## src/rtl/fp_pkg.sv

```systemverilog
// Shared definitions for the floating-point add front end: field widths, constants,
// the unpacked-operand record and the alignment shifter.
package fp_pkg;

    localparam int unsigned EXP_W  = 8;
    localparam int unsigned FRAC_W = 23;
    localparam int unsigned MANT_W = 27;
    localparam int unsigned BIAS   = 127;

    localparam logic [31:0] QNAN    = 32'h7FC0_0000;
    localparam logic [EXP_W-1:0] EXP_MAX = '1;

    typedef struct packed {
        logic              sign;
        logic [EXP_W-1:0]  exp;      // raw biased exponent
        logic [EXP_W-1:0]  eff_exp;  // denormals report 1
        logic [FRAC_W:0]   mant;     // {hidden, frac}
        logic              is_nan;
        logic              is_inf;
        logic              is_zero;
    } unpacked_t;

    // Right-shift {mant,GRS} by d; every bit pushed past the LSB folds into the sticky bit.
    function automatic logic [MANT_W-1:0] align_shift(input logic [FRAC_W:0] mant,
                                                      input logic [EXP_W-1:0] d);
        logic [MANT_W-1:0] ext;
        logic [MANT_W-1:0] shifted;
        logic [MANT_W-1:0] lost_mask;
        ext = {mant, 3'b000};
        if (int'(d) >= int'(MANT_W)) begin
            align_shift = (|mant) ? MANT_W'(1) : MANT_W'(0);
        end else begin
            shifted     = ext >> d;
            lost_mask   = ~({MANT_W{1'b1}} << d);
            align_shift = {shifted[MANT_W-1:1], shifted[0] | (|(ext & lost_mask))};
        end
    endfunction

endpackage

```

## src/rtl/fp_unpack.sv

```systemverilog
// Combinational IEEE-754 single unpacker: sign, effective exponent, mantissa with hidden bit
// and NaN/Inf/zero classification.
module fp_unpack
    import fp_pkg::*;
(
    input  logic [31:0] op,
    output unpacked_t   u
);

    logic [EXP_W-1:0]  exp_f;
    logic [FRAC_W-1:0] frac_f;

    assign exp_f  = op[30:23];
    assign frac_f = op[22:0];

    always_comb begin
        u         = '0;
        u.sign    = op[31];
        u.exp     = exp_f;
        u.eff_exp = (exp_f == '0) ? EXP_W'(1) : exp_f;
        u.mant    = {(exp_f != '0), frac_f};
        u.is_nan  = (exp_f == EXP_MAX) && (frac_f != '0);
        u.is_inf  = (exp_f == EXP_MAX) && (frac_f == '0);
        u.is_zero = (exp_f == '0) && (frac_f == '0);
    end

endmodule

```

## src/rtl/fp_align_stage.sv

```systemverilog
// Two-stage alignment front end of an FP adder: S1 unpacks, compares and swaps operands,
// S2 aligns the smaller mantissa and resolves NaN/Inf/zero bypass results.
module fp_align_stage
    import fp_pkg::*;
#(
    parameter int N = 32  // only 32 is supported
) (
    input  logic         clk,
    input  logic         reset,
    input  logic [N-1:0] A,
    input  logic [N-1:0] B,
    input  logic         in_valid,
    output logic         in_ready,
    output logic         out_valid,
    input  logic         out_ready,
    output logic         sign_l,
    output logic         sign_s,
    output logic [7:0]   exp_out,
    output logic [26:0]  mant_l,
    output logic [26:0]  mant_s,
    output logic         eff_sub,
    output logic         special,
    output logic [N-1:0] special_val
);

    unpacked_t ua;
    unpacked_t ub;
    unpacked_t l_d;
    unpacked_t s_d;
    unpacked_t s1_l;
    unpacked_t s1_s;
    logic      s1_valid;
    logic      s2_valid;
    logic      s1_en;
    logic      s2_en;
    logic      a_is_l;

    fp_unpack u_unpack_a (
        .op (A),
        .u  (ua)
    );

    fp_unpack u_unpack_b (
        .op (B),
        .u  (ub)
    );

    // Magnitude compare on {exp,frac}; ties keep A as the larger operand.
    assign a_is_l = (A[30:0] >= B[30:0]);
    assign l_d    = a_is_l ? ua : ub;
    assign s_d    = a_is_l ? ub : ua;

    assign s2_en     = !s2_valid || out_ready;
    assign s1_en     = !s1_valid || s2_en;
    assign in_ready  = s1_en;
    assign out_valid = s2_valid;

    always_ff @(posedge clk) begin
        if (reset) begin
            s1_valid <= 1'b0;
            s1_l     <= '0;
            s1_s     <= '0;
        end else if (s1_en) begin
            s1_valid <= in_valid;
            if (in_valid) begin
                s1_l <= l_d;
                s1_s <= s_d;
            end
        end
    end

    logic [EXP_W-1:0]  shift_amt;
    logic [MANT_W-1:0] mant_s_d;
    logic              special_d;
    logic [31:0]       special_val_d;

    assign shift_amt = s1_l.eff_exp - s1_s.eff_exp;
    assign mant_s_d  = align_shift(s1_s.mant, shift_amt);

    always_comb begin
        special_d     = 1'b0;
        special_val_d = '0;
        if (s1_l.is_nan || s1_s.is_nan ||
            (s1_l.is_inf && s1_s.is_inf && (s1_l.sign != s1_s.sign))) begin
            special_d     = 1'b1;
            special_val_d = QNAN;
        end else if (s1_l.is_inf || s1_s.is_inf) begin
            special_d     = 1'b1;
            special_val_d = {(s1_l.is_inf ? s1_l.sign : s1_s.sign), EXP_MAX, 23'd0};
        end else if (s1_l.is_zero && s1_s.is_zero) begin
            special_d     = 1'b1;
            special_val_d = {(s1_l.sign & s1_s.sign), 31'd0};
        end
    end

    always_ff @(posedge clk) begin
        if (reset) begin
            s2_valid    <= 1'b0;
            sign_l      <= 1'b0;
            sign_s      <= 1'b0;
            exp_out     <= '0;
            mant_l      <= '0;
            mant_s      <= '0;
            eff_sub     <= 1'b0;
            special     <= 1'b0;
            special_val <= '0;
        end else if (s2_en) begin
            s2_valid <= s1_valid;
            if (s1_valid) begin
                sign_l      <= s1_l.sign;
                sign_s      <= s1_s.sign;
                exp_out     <= s1_l.exp;
                mant_l      <= {s1_l.mant, 3'b000};
                mant_s      <= mant_s_d;
                eff_sub     <= s1_l.sign ^ s1_s.sign;
                special     <= special_d;
                special_val <= special_val_d;
            end
        end
    end

endmodule

```

## config.mk

```make
export PLATFORM = sky130hd
export DESIGN_NAME = fp_align_stage
export DESIGN_NICKNAME = d
export VERILOG_FILES = /design/src/rtl/fp_pkg.sv /design/src/rtl/fp_unpack.sv /design/src/rtl/fp_align_stage.sv
export SDC_FILE = /design/constraint.sdc
export NUM_CORES = 1
export LEC_CHECK = 0
export ABC_CLOCK_PERIOD_IN_PS = 4050
export CORE_MARGIN = 2
export CORE_UTILIZATION = 55
export CTS_BUF_LIST = sky130_fd_sc_hd__clkbuf_2
export DETAILED_ROUTE_END_ITERATION = 16
export GPL_ROUTABILITY_DRIVEN = 0
export PLACE_DENSITY = 0.82
export SLEW_MARGIN = 20
export SYNTH_ARGS = -nofsm -noshare
export SYNTH_HDL_FRONTEND = slang
export SYNTH_SLANG_ARGS = --single-unit
```

## constraint.sdc

```tcl
create_clock -name clk -period 4.05 [get_ports clk]
set_input_delay 0.6075 -clock clk [delete_from_list [all_inputs] [get_ports clk]]
set_output_delay 0.6075 -clock clk [all_outputs]
set_load 0.01 [all_outputs]
```

==> qor.yml, run 1 <==
wl_mm: 27.5
top_level_ports: 168
fp.dieArea_mm2: 0.0178
cp_num_buf_inv: 2
grt_max_degree: 55
worstSkewPairLatency_ns: 0.76
synth_seq_cells: 148
tightestPinTransition_ns: 0.844
drc: 0
fin_util_pct: 66.0
cts_buffers: 17
synth-async-reset-ratio_pct: 0
startpoint_type: "flop"
status: "finished, final reports clean"
fin_nets: 1332
cts_tree: "done"
port_buffers: 142
setup_violations: 0
ys.flop_type: "dfxtp_1"
cts_max_path_buffers: 2
hold_violations: 0
cap_viol_max_count: 0
period_needed_ns: 3.42
critPathRequiredTime_ns: 4.69
avgSynthCellArea_um2: 8.16
grt_pass1_vias: 8550
fin_setup_tns_ns: 0
std_cell_rows: 47
ctsHoldBuffers: 0
leakage_nw: 4.25
synth_area_mm2: 0.00921
cp_slowest_cell: "fa_2"
dr_total_vias: 9322
yosys.area.top_type: "dfxtp_1"
drtPass1Iterations: 6
worstPathCellList: "inv_1 -> ha_1 -> inv_1 -> fa_2 -> nor2b_1 -> nor2b_1 -> a211oi_1 -> o22ai_1 -> a211oi_1 -> o2111ai_1 -> nor4b_2 -> a31oi_1"
yosysWarnings: 0
htreeDepth: 4
antenna_found_initial: 1
clk_pin_slew_ns: 0.23
fmax_ghz: 0.292
drtIter0Drc: 1093
cts_repair_resize_count: 0
coreArea_mm2: 0.0165
powerDensity_mw_per_mm2: 386
gr-usage-all-layers_pct: 30.7
ys_seq_area_share_pct: 32.2
grt_remaining_overflow: 0
ant_nets: 0
vdd_drop_max_mv: 0.220
cp.arrival_ns: 4.06
synthTopCellsByArea: "dfxtp_1, nand2_1, a221o_1"
post_drt_wl_per_cell_um: 18.9
synth_edf_count: 0
hpwl_mm: 20.8
fillCellCount: 1443
crit_family: "simple AND/OR/NAND/NOR gates"
grt_pass1_wl_mm: 43.9
drive_gt1_share_pct: 8.50
netlist.area_leader.share_pct: 32.2
fp.dieW_um: 133
cts-root-buf: "clkbuf_2"
cts_sinks: 148
synth.most_common_cell: "nand2_1"
synth_cell_type_count: 82
vias_per_cell: 6.40
hp-class: "input port to flop"
start_util_pct: 55.9
rsz0062_at_grt: "no"
path_class: "flop to flop"
critPathMaxStageDelay_ns: 0.71
synthCells: 1128
maxSlewHeadroom_pct: 43.6
yosys-top-cells-count: "nand2_1, dfxtp_1, a21oi_1"
slew_violations: 0
die_height_um: 133
crit_path_end_kind: "flop"
area_growth_pct: 17.9
period_share_pct: 84.5
post_cts_buffers: 0
cp_max_fo: 30
finClkSkew_ns: 0.0433
per-stage QoR:
stage / power (mW) / instance area [µm²] / cells / hold WS, ns / setup slack [ns]
6_report: 4.19 / 10900 / 1457 / 0.209 / 0.627
5_1_grt: 4.40 / 10900 / 1457 / 0.150 / 0.387
4_1_cts: 4.15 / 10900 / 1456 / 0.154 / 0.659
3_5_place_dp: 3.33 / 10600 / 1424 / 0.446 / 0.427
3_3_place_gp: 3.30 / 10600 / 1424 / 0.441 / 0.499
2_1_floorplan: 2.89 / 9300 / 1152 / 0.425 / 1.21
layout make-up:
| type | instances | area [µm²] | area share (%) |
|---|---|---|---|
| antenna | 1 | 2.50 | 0.0230 |
| clock buffer | 18 | 90.1 | 0.829 |
| clock inverter | 14 | 143 | 1.31 |
| inverter | 50 | 188 | 1.73 |
| multi-input combinational | 837 | 5580 | 51.4 |
| sequential | 148 | 2960 | 27.3 |
| tap | 220 | 275 | 2.53 |
| timing repair buffer | 169 | 1620 | 14.9 |
power breakdown:
part,switching (mW),internal [mW],total [mW]
Combinational,1.03,0.661,1.69
Clock,0.596,0.246,0.842
Sequential,0.102,1.55,1.65
metal layers:
metal,wire length [µm],vias to the layer above,track usage (%),part of all wire (%)
met5,0,-,0,0
met4,1120,0,14.6,4.1
met3,2530,83,5.37,9.2
met2,12500,526,48.5,45
met1,11400,4357,41.0,42
li1,-,4356,-,-
cell usage in the layout, fill, tap and decap left out, types with 40 or more instances in the layout:
| master | n |
|---|---|
| ha_1 | 40 |
| nand2_1 | 186 |
| clkdlybuf4s50_1 | 141 |
| nor4_1 | 51 |
| nor2_1 | 52 |
| dfxtp_1 | 148 |
| a221o_1 | 59 |
| a21oi_1 | 72 |
| inv_1 | 49 |
path summary, 6_finish.rpt:
path,start,end,slack (ns),cells past startpoint
worst max register to register,s1_l[27],mant_s[0],0.63,12
worst min register to register,mant_s[24],mant_s[24],0.47,2
worst min-delay path,reset,mant_l[25],0.21,2
worst max-delay path,s1_l[27],mant_s[0],0.63,12
flip-flops by register name (all words and copies together), names as in the netlist:
register,flops
s1_l,44
s1_s,36
mant_s,27
mant_l,24
exp_out,8
special_val,3
eff_sub,1
out_valid,1
s1_valid,1
sign_l,1
sign_s,1
special,1
kinds of logic after synthesis:
logic type | synth area share, %
AO/OA/AOI/OAI | 25.2
buffers and inverters | 8.75
flip-flops | 32.2
AND/OR/NAND/NOR | 21.1
multiplexers | 6.15
other | 0.0407
XOR/XNOR | 0.924
adder cells (fa/ha/maj) | 5.65
Power figures use the tool's default switching activity.
==> run 2, diff against run 1 <==
- ABC_CLOCK_PERIOD_IN_PS: 4050 -> 3500
- clock period: 4.05 -> 3.5 ns (I/O delays scaled with it)
==> run 2 against run 1 <==
Clock skew shrank 0.0017 ns. Core utilization grew 1.4 points. Register-to-register slack lost 0.40 ns. Sequential share of layout area shrank 0.58 points. Cell count grew 1.4%. Fmax grew 4.6%.
==> qor.yml, run 2 (synthesized netlist as in run 1, its figures left out) <==
status: "finished, final reports clean"  # unchanged
vdd_drop_max_mv: 0.190  # was 0.220 mV
die_height_um: 133  # unchanged
cap_viol_max_count: 0  # unchanged
fp.dieW_um: 133  # unchanged
vias_per_cell: 6.48  # was 6.40
worstSkewPairLatency_ns: 0.76  # about the same
regMostFlops: "s1_l"  # unchanged
fp.dieArea_mm2: 0.0178  # unchanged
htreeDepth: 4  # unchanged
crit_path_end_kind: "flop"  # unchanged
final_cell_mix: "nand2_1, dfxtp_1, clkdlybuf4s50_1"  # unchanged
crit_family: "adder cells"  # was simple AND/OR/NAND/NOR gates
top_level_ports: 168  # unchanged
grt_max_degree: 58  # was 55
cts-root-buf: "clkbuf_2"  # unchanged
maxSlewHeadroom_pct: 44.1  # was 43.6%
grt_pass1_wl_mm: 45.8  # was 43.9 mm
gr-usage-all-layers_pct: 32.0  # was 30.7%
leakage_nw: 4.39  # was 4.25 nW
grt_remaining_overflow: 0  # unchanged
grt_pass1_vias: 8726  # was 8550
dr_total_vias: 9566  # was 9322
r2r_setup_slack_ns: 0.23  # was 0.63 ns
cts_buffers: 17  # unchanged
hold_violations: 0  # unchanged
post_cts_buffers: 0  # unchanged
critPathRequiredTime_ns: 4.13  # was 4.69 ns
dpl_cell_area_mm2: 0.0108  # was 0.0106 mm²
swShare_pct: 41.0  # was 41.3%
ant_nets: 0  # unchanged
worstPathCellList: "inv_1 -> ha_1 -> inv_1 -> fa_2 -> mux4_2 -> nand2_1 -> o21ai_0 -> nand2_1 -> o21ai_0 -> a211o_1 -> o31ai_1 -> a31oi_1"  # was inv_1 -> ha_1 -> inv_1 -> fa_2 -> nor2b_1 -> nor2b_1 -> a211oi_1 -> o22ai_1 -> a211oi_1 -> o2111ai_1 -> nor4b_2 -> a31oi_1
finClkSkew_ns: 0.0416  # was 0.0433 ns
final_common_cell: "nand2_1"  # unchanged
p_switching_mw: 2.07  # was 1.73 mW
std_cell_rows: 47  # unchanged
powerDensity_mw_per_mm2: 455  # was 386 mW/mm²
tightestPinTransition_ns: 0.838  # was 0.844 ns
clk_pin_slew_ns: 0.23  # about the same
stdcell_area_mm2: 0.0111  # was 0.0109 mm²
drtPass1Iterations: 6  # unchanged
cp_slowest_cell: "fa_2"  # unchanged
internal_power_mw: 2.98  # was 2.46 mW
hold_end: "s1_valid"  # was mant_l[25]
cp.arrival_ns: 3.91  # was 4.06 ns
path_class: "flop to flop"  # unchanged
antenna_found_initial: 2  # was 1
cts_max_path_buffers: 2  # unchanged
slew_violations: 0  # unchanged
combPwrFrac_pct: 40.7  # was 40.4%
drtIter0Drc: 1217  # was 1093
cp_num_buf_inv: 2  # unchanged
area_growth_pct: 20.5  # was 17.9%
fin_setup_tns_ns: 0  # unchanged
period_share_pct: 93.5  # was 84.5%
pwr-share-seq_pct: 38.0  # was 39.5%
fillCellCount: 1385  # was 1443
startpoint_type: "flop"  # unchanged
worstRegToRegCells: 12  # unchanged
post_drt_wl_per_cell_um: 19.4  # was 18.9 µm
pwr-share-clk_pct: 21.2  # was 20.1%
port_buffers: 142  # unchanged
drc: 0  # unchanged
worstHoldPathCells: 2  # unchanged
cts_tree: "done"  # unchanged
critPathMaxStageDelay_ns: 0.94  # was 0.71 ns
wl_mm: 28.6  # was 27.5 mm
ctsHoldBuffers: 0  # unchanged
rsz0062_at_grt: "yes"  # was no
r2r_start: "s1_l[27]"  # unchanged
worstHoldStart: "reset"  # unchanged
reg.largest.list: "s1_l: 44 flops, s1_s: 36 flops, mant_s: 27 flops"  # unchanged
largest_reg_flops: 44  # unchanged
fin_nets: 1351  # was 1332
hpwl_mm: 21.5  # was 20.8 mm
period_needed_ns: 3.27  # was 3.42 ns
hp-class: "input port to flop"  # unchanged
cts_sinks: 148  # unchanged
coreArea_mm2: 0.0165  # unchanged
setup_violations: 0  # unchanged
fmax_ghz: 0.305  # was 0.292 GHz
drive_gt1_share_pct: 9.88  # was 8.50%
start_util_pct: 55.9  # unchanged
r2r-end: "mant_s[0]"  # unchanged
cp_max_fo: 21  # was 30
[run 2: cell types whose count changed in the layout (fill, tap and decap cells not counted), moves of 2 or more]
cell	delta
inv_8	+2
buf_4	+14
inv_6	-2
clkinvlp_4	-2
buf_12	+5
[run 2: stage by stage]
step / utilization, % / setup WS, ns / cells / power [mW] / hold slack, ns
after CTS: 67.3 / 0.218 / 1475 / 4.98 / 0.0700
after global routing: 67.4 / -0.00284 / 1476 / 5.27 / 0.0763
final: 67.4 / 0.226 / 1477 / 5.04 / 0.125
after global placement: 65.8 / 0.106 / 1443 / 3.89 / 0.439
after detailed placement: 65.8 / 0.0446 / 1443 / 3.94 / 0.445
after floorplan: - / 0.709 / 1152 / 3.34 / 0.425
[run 2: worst max-delay path by stage]
stage	cells after the start	slack (ns)	start	to
floorplan	11	0.71	s1_l[27]	mant_s[1]
global placement	12	0.11	A[0]	s1_l[35]
detailed placement	11	0.04	B[5]	s1_l[35]
CTS	12	0.22	s1_l[27]	mant_s[0]
global route	13	-0.003	s1_l[27]	mant_s[4]
finish	12	0.23	s1_l[27]	mant_s[0]
[run 2: power by group through the flow]
stage / sequential, mW / clock [mW] / combinational (mW)
after detailed placement: 1.94 / 0 / 2.00
after global placement: 1.94 / 0 / 1.95
after global routing: 1.93 / 1.15 / 2.20
after CTS: 1.91 / 1.07 / 2.00
after floorplan: 1.90 / 0 / 1.44
final: 1.92 / 1.07 / 2.06
[run 2: final cells by class]
type	instances	area (µm²)	share of cell area [%]
multi-input combinational	837	5580	50.3
sequential	148	2960	26.7
timing repair buffer	188	1820	16.4
tap	220	275	2.48
inverter	50	188	1.69
clock inverter	14	166	1.50
clock buffer	18	90.1	0.812
antenna	2	5.00	0.0451
[run 2: layer usage]
layer / global-route usage [%] / share of wire (%) / vias up
li1: - / - / 4379
met1: 41.1 / 39 / 4451
met2: 51.5 / 46 / 627
met3: 7.12 / 11 / 109
met4: 14.5 / 4.5 / 0
met5: 0 / 0 / -
[run 2: worst register-to-register path, stage by stage, from the launching register on]
cell     delay [ns]
dfxtp_1        0.36
inv_1          0.08
ha_1           0.14
inv_1          0.05
fa_2           0.94
mux4_2         0.62
nand2_1        0.08
o21ai_0        0.17
nand2_1        0.11
o21ai_0        0.12
a211o_1        0.32
o31ai_1        0.06
a31oi_1        0.11
[run 2: what timing repair did]
item | 4_1_cts | 5_1_grt
endpoints found under the hold margin | 0 | 0
endpoints found under the setup margin | 0 | 1
resized for setup | 0 | 1
==> run 3, diff against run 2 <==
- ABC_CLOCK_PERIOD_IN_PS: 3500 -> 3700
- clock period: 3.5 -> 3.7 ns (I/O delays scaled with it)
==> run 3 against run 2 <==
Combinational power shrank 9%. Routed wire length decreased by 2.9%. Clock skew fell by 0.0042 ns. Critical endpoint unchanged. Flip-flop and latch count unchanged. Sequential share of layout area increased by 0.51 points. Largest cell class unchanged.
==> qor.yml, run 3 (synthesized netlist as in run 1, its figures left out) <==
port_buffers: 142  # unchanged
fp.dieArea_mm2: 0.0178  # unchanged
ctsHoldBuffers: 0  # unchanged
hpwl_mm: 20.7  # was 21.5 mm
wl_mm: 27.8  # was 28.6 mm
period_share_pct: 90.2  # was 93.5%
area_growth_pct: 18.2  # was 20.5%
hold_violations: 0  # unchanged
cp.arrival_ns: 3.97  # was 3.91 ns
worstRegToRegCells: 10  # was 12
drtIter0Drc: 1173  # was 1217
post_cts_buffers: 0  # unchanged
period_needed_ns: 3.34  # was 3.27 ns
critPathRequiredTime_ns: 4.33  # was 4.13 ns
cts_max_path_buffers: 2  # unchanged
grt_remaining_overflow: 0  # unchanged
drc: 0  # unchanged
post_drt_wl_per_cell_um: 19.1  # was 19.4 µm
fmax_ghz: 0.300  # was 0.305 GHz
top_level_ports: 168  # unchanged
fin_nets: 1333  # was 1351
worstSkewPairLatency_ns: 0.75  # was 0.76 ns
cts_sinks: 148  # unchanged
worstHoldPathCells: 2  # unchanged
crit_path_end_kind: "flop"  # unchanged
grt_pass1_wl_mm: 44.3  # was 45.8 mm
vdd_drop_max_mv: 0.189  # was 0.190 mV
hp-class: "input port to flop"  # unchanged
std_cell_rows: 47  # unchanged
coreArea_mm2: 0.0165  # unchanged
ant_nets: 0  # unchanged
largest_reg_flops: 44  # unchanged
tightestPinTransition_ns: 0.815  # was 0.838 ns
final_cell_mix: "nand2_1, dfxtp_1, clkdlybuf4s50_1"  # unchanged
rsz0062_at_grt: "no"  # was yes
vias_per_cell: 6.39  # was 6.48
cts_tree: "done"  # unchanged
start_util_pct: 55.9  # unchanged
drive_gt1_share_pct: 8.41  # was 9.88%
cap_viol_max_count: 0  # unchanged
grt_pass1_vias: 8524  # was 8726
cts-root-buf: "clkbuf_2"  # unchanged
powerDensity_mw_per_mm2: 420  # was 455 mW/mm²
cp_max_fo: 26  # was 21
antenna_found_initial: 1  # was 2
cts_buffers: 17  # unchanged
final_common_cell: "nand2_1"  # unchanged
gr-usage-all-layers_pct: 31.2  # was 32.0%
finClkSkew_ns: 0.0373  # was 0.0416 ns
fp.dieW_um: 133  # unchanged
setup_violations: 0  # unchanged
maxSlewHeadroom_pct: 45.7  # was 44.1%
cts_repair_resize_count: 0  # unchanged
clk_pin_slew_ns: 0.24  # was 0.23 ns
grt_max_degree: 81  # was 58
path_class: "flop to flop"  # unchanged
drtPass1Iterations: 6  # unchanged
die_height_um: 133  # unchanged
total_power_mw: 4.57  # was 5.04 mW
leakage_nw: 4.27  # was 4.39 nW
fin_setup_tns_ns: 0  # unchanged
htreeDepth: 4  # unchanged
slew_violations: 0  # unchanged
status: "finished, final reports clean"  # unchanged
startpoint_type: "flop"  # unchanged
reg.largest.list: "s1_l: 44 flops, s1_s: 36 flops, mant_s: 27 flops"  # unchanged
dr_total_vias: 9309  # was 9566
regMostFlops: "s1_l"  # unchanged
[run 3: final cells by class]
type | instances | area [µm²]
fillers | 1384 | 5580
clock buffers | 18 | 90.1
clock inverters | 13 | 124
inverters | 50 | 188
flip-flops and latches | 148 | 2960
repair buffers | 170 | 1660
well taps | 220 | 275
multi-input cells | 837 | 5580
diodes | 1 | 2.50
[run 3: path summary, 6_finish.rpt]
path	from	slack [ns]	to
max	s1_l[27]	0.36	mant_s[0]
min	reset	0.30	mant_l[17]
max reg2reg	s1_l[27]	0.36	mant_s[0]
min reg2reg	s1_l[39]	0.46	exp_out[4]
[run 3: critical path, cell delays in order, from the launching register on]
cell and delay [ns]:
dfxtp_1 0.37, inv_1 0.09, ha_1 0.14, inv_1 0.05
fa_2 0.98, mux4_2 0.60, mux2i_1 0.32, o21ai_0 0.16
nor4_1 0.20, a41o_1 0.22, a31oi_1 0.10
[run 3: metal layers]
metal | global-route usage, % | up-vias | part of all wire, %
li1 | - | 4342 | -
met4 | 15.0 | 0 | 4.3
met5 | 0 | - | 0
met3 | 6.54 | 96 | 9.8
met2 | 49.1 | 573 | 46
met1 | 40.9 | 4298 | 40
[run 3: through the flow]
stage | instances | utilization [%] | cell area, µm² | hold slack [ns] | setup slack [ns]
after global routing | 1457 | 66.1 | 10900 | 0.245 | 0.136
after global placement | 1425 | 64.8 | 10700 | 0.439 | 0.232
after CTS | 1456 | 66.1 | 10900 | 0.244 | 0.403
final | 1457 | 66.1 | 10900 | 0.302 | 0.364
after detailed placement | 1425 | 64.8 | 10700 | 0.448 | 0.162
after floorplan | 1152 | - | 9300 | 0.425 | 0.908
[run 3: power by group]
group          internal (mW)  switching, mW  total, mW
sequential              1.70          0.111       1.81
combinational          0.742           1.14       1.88
clock                  0.255          0.621      0.876
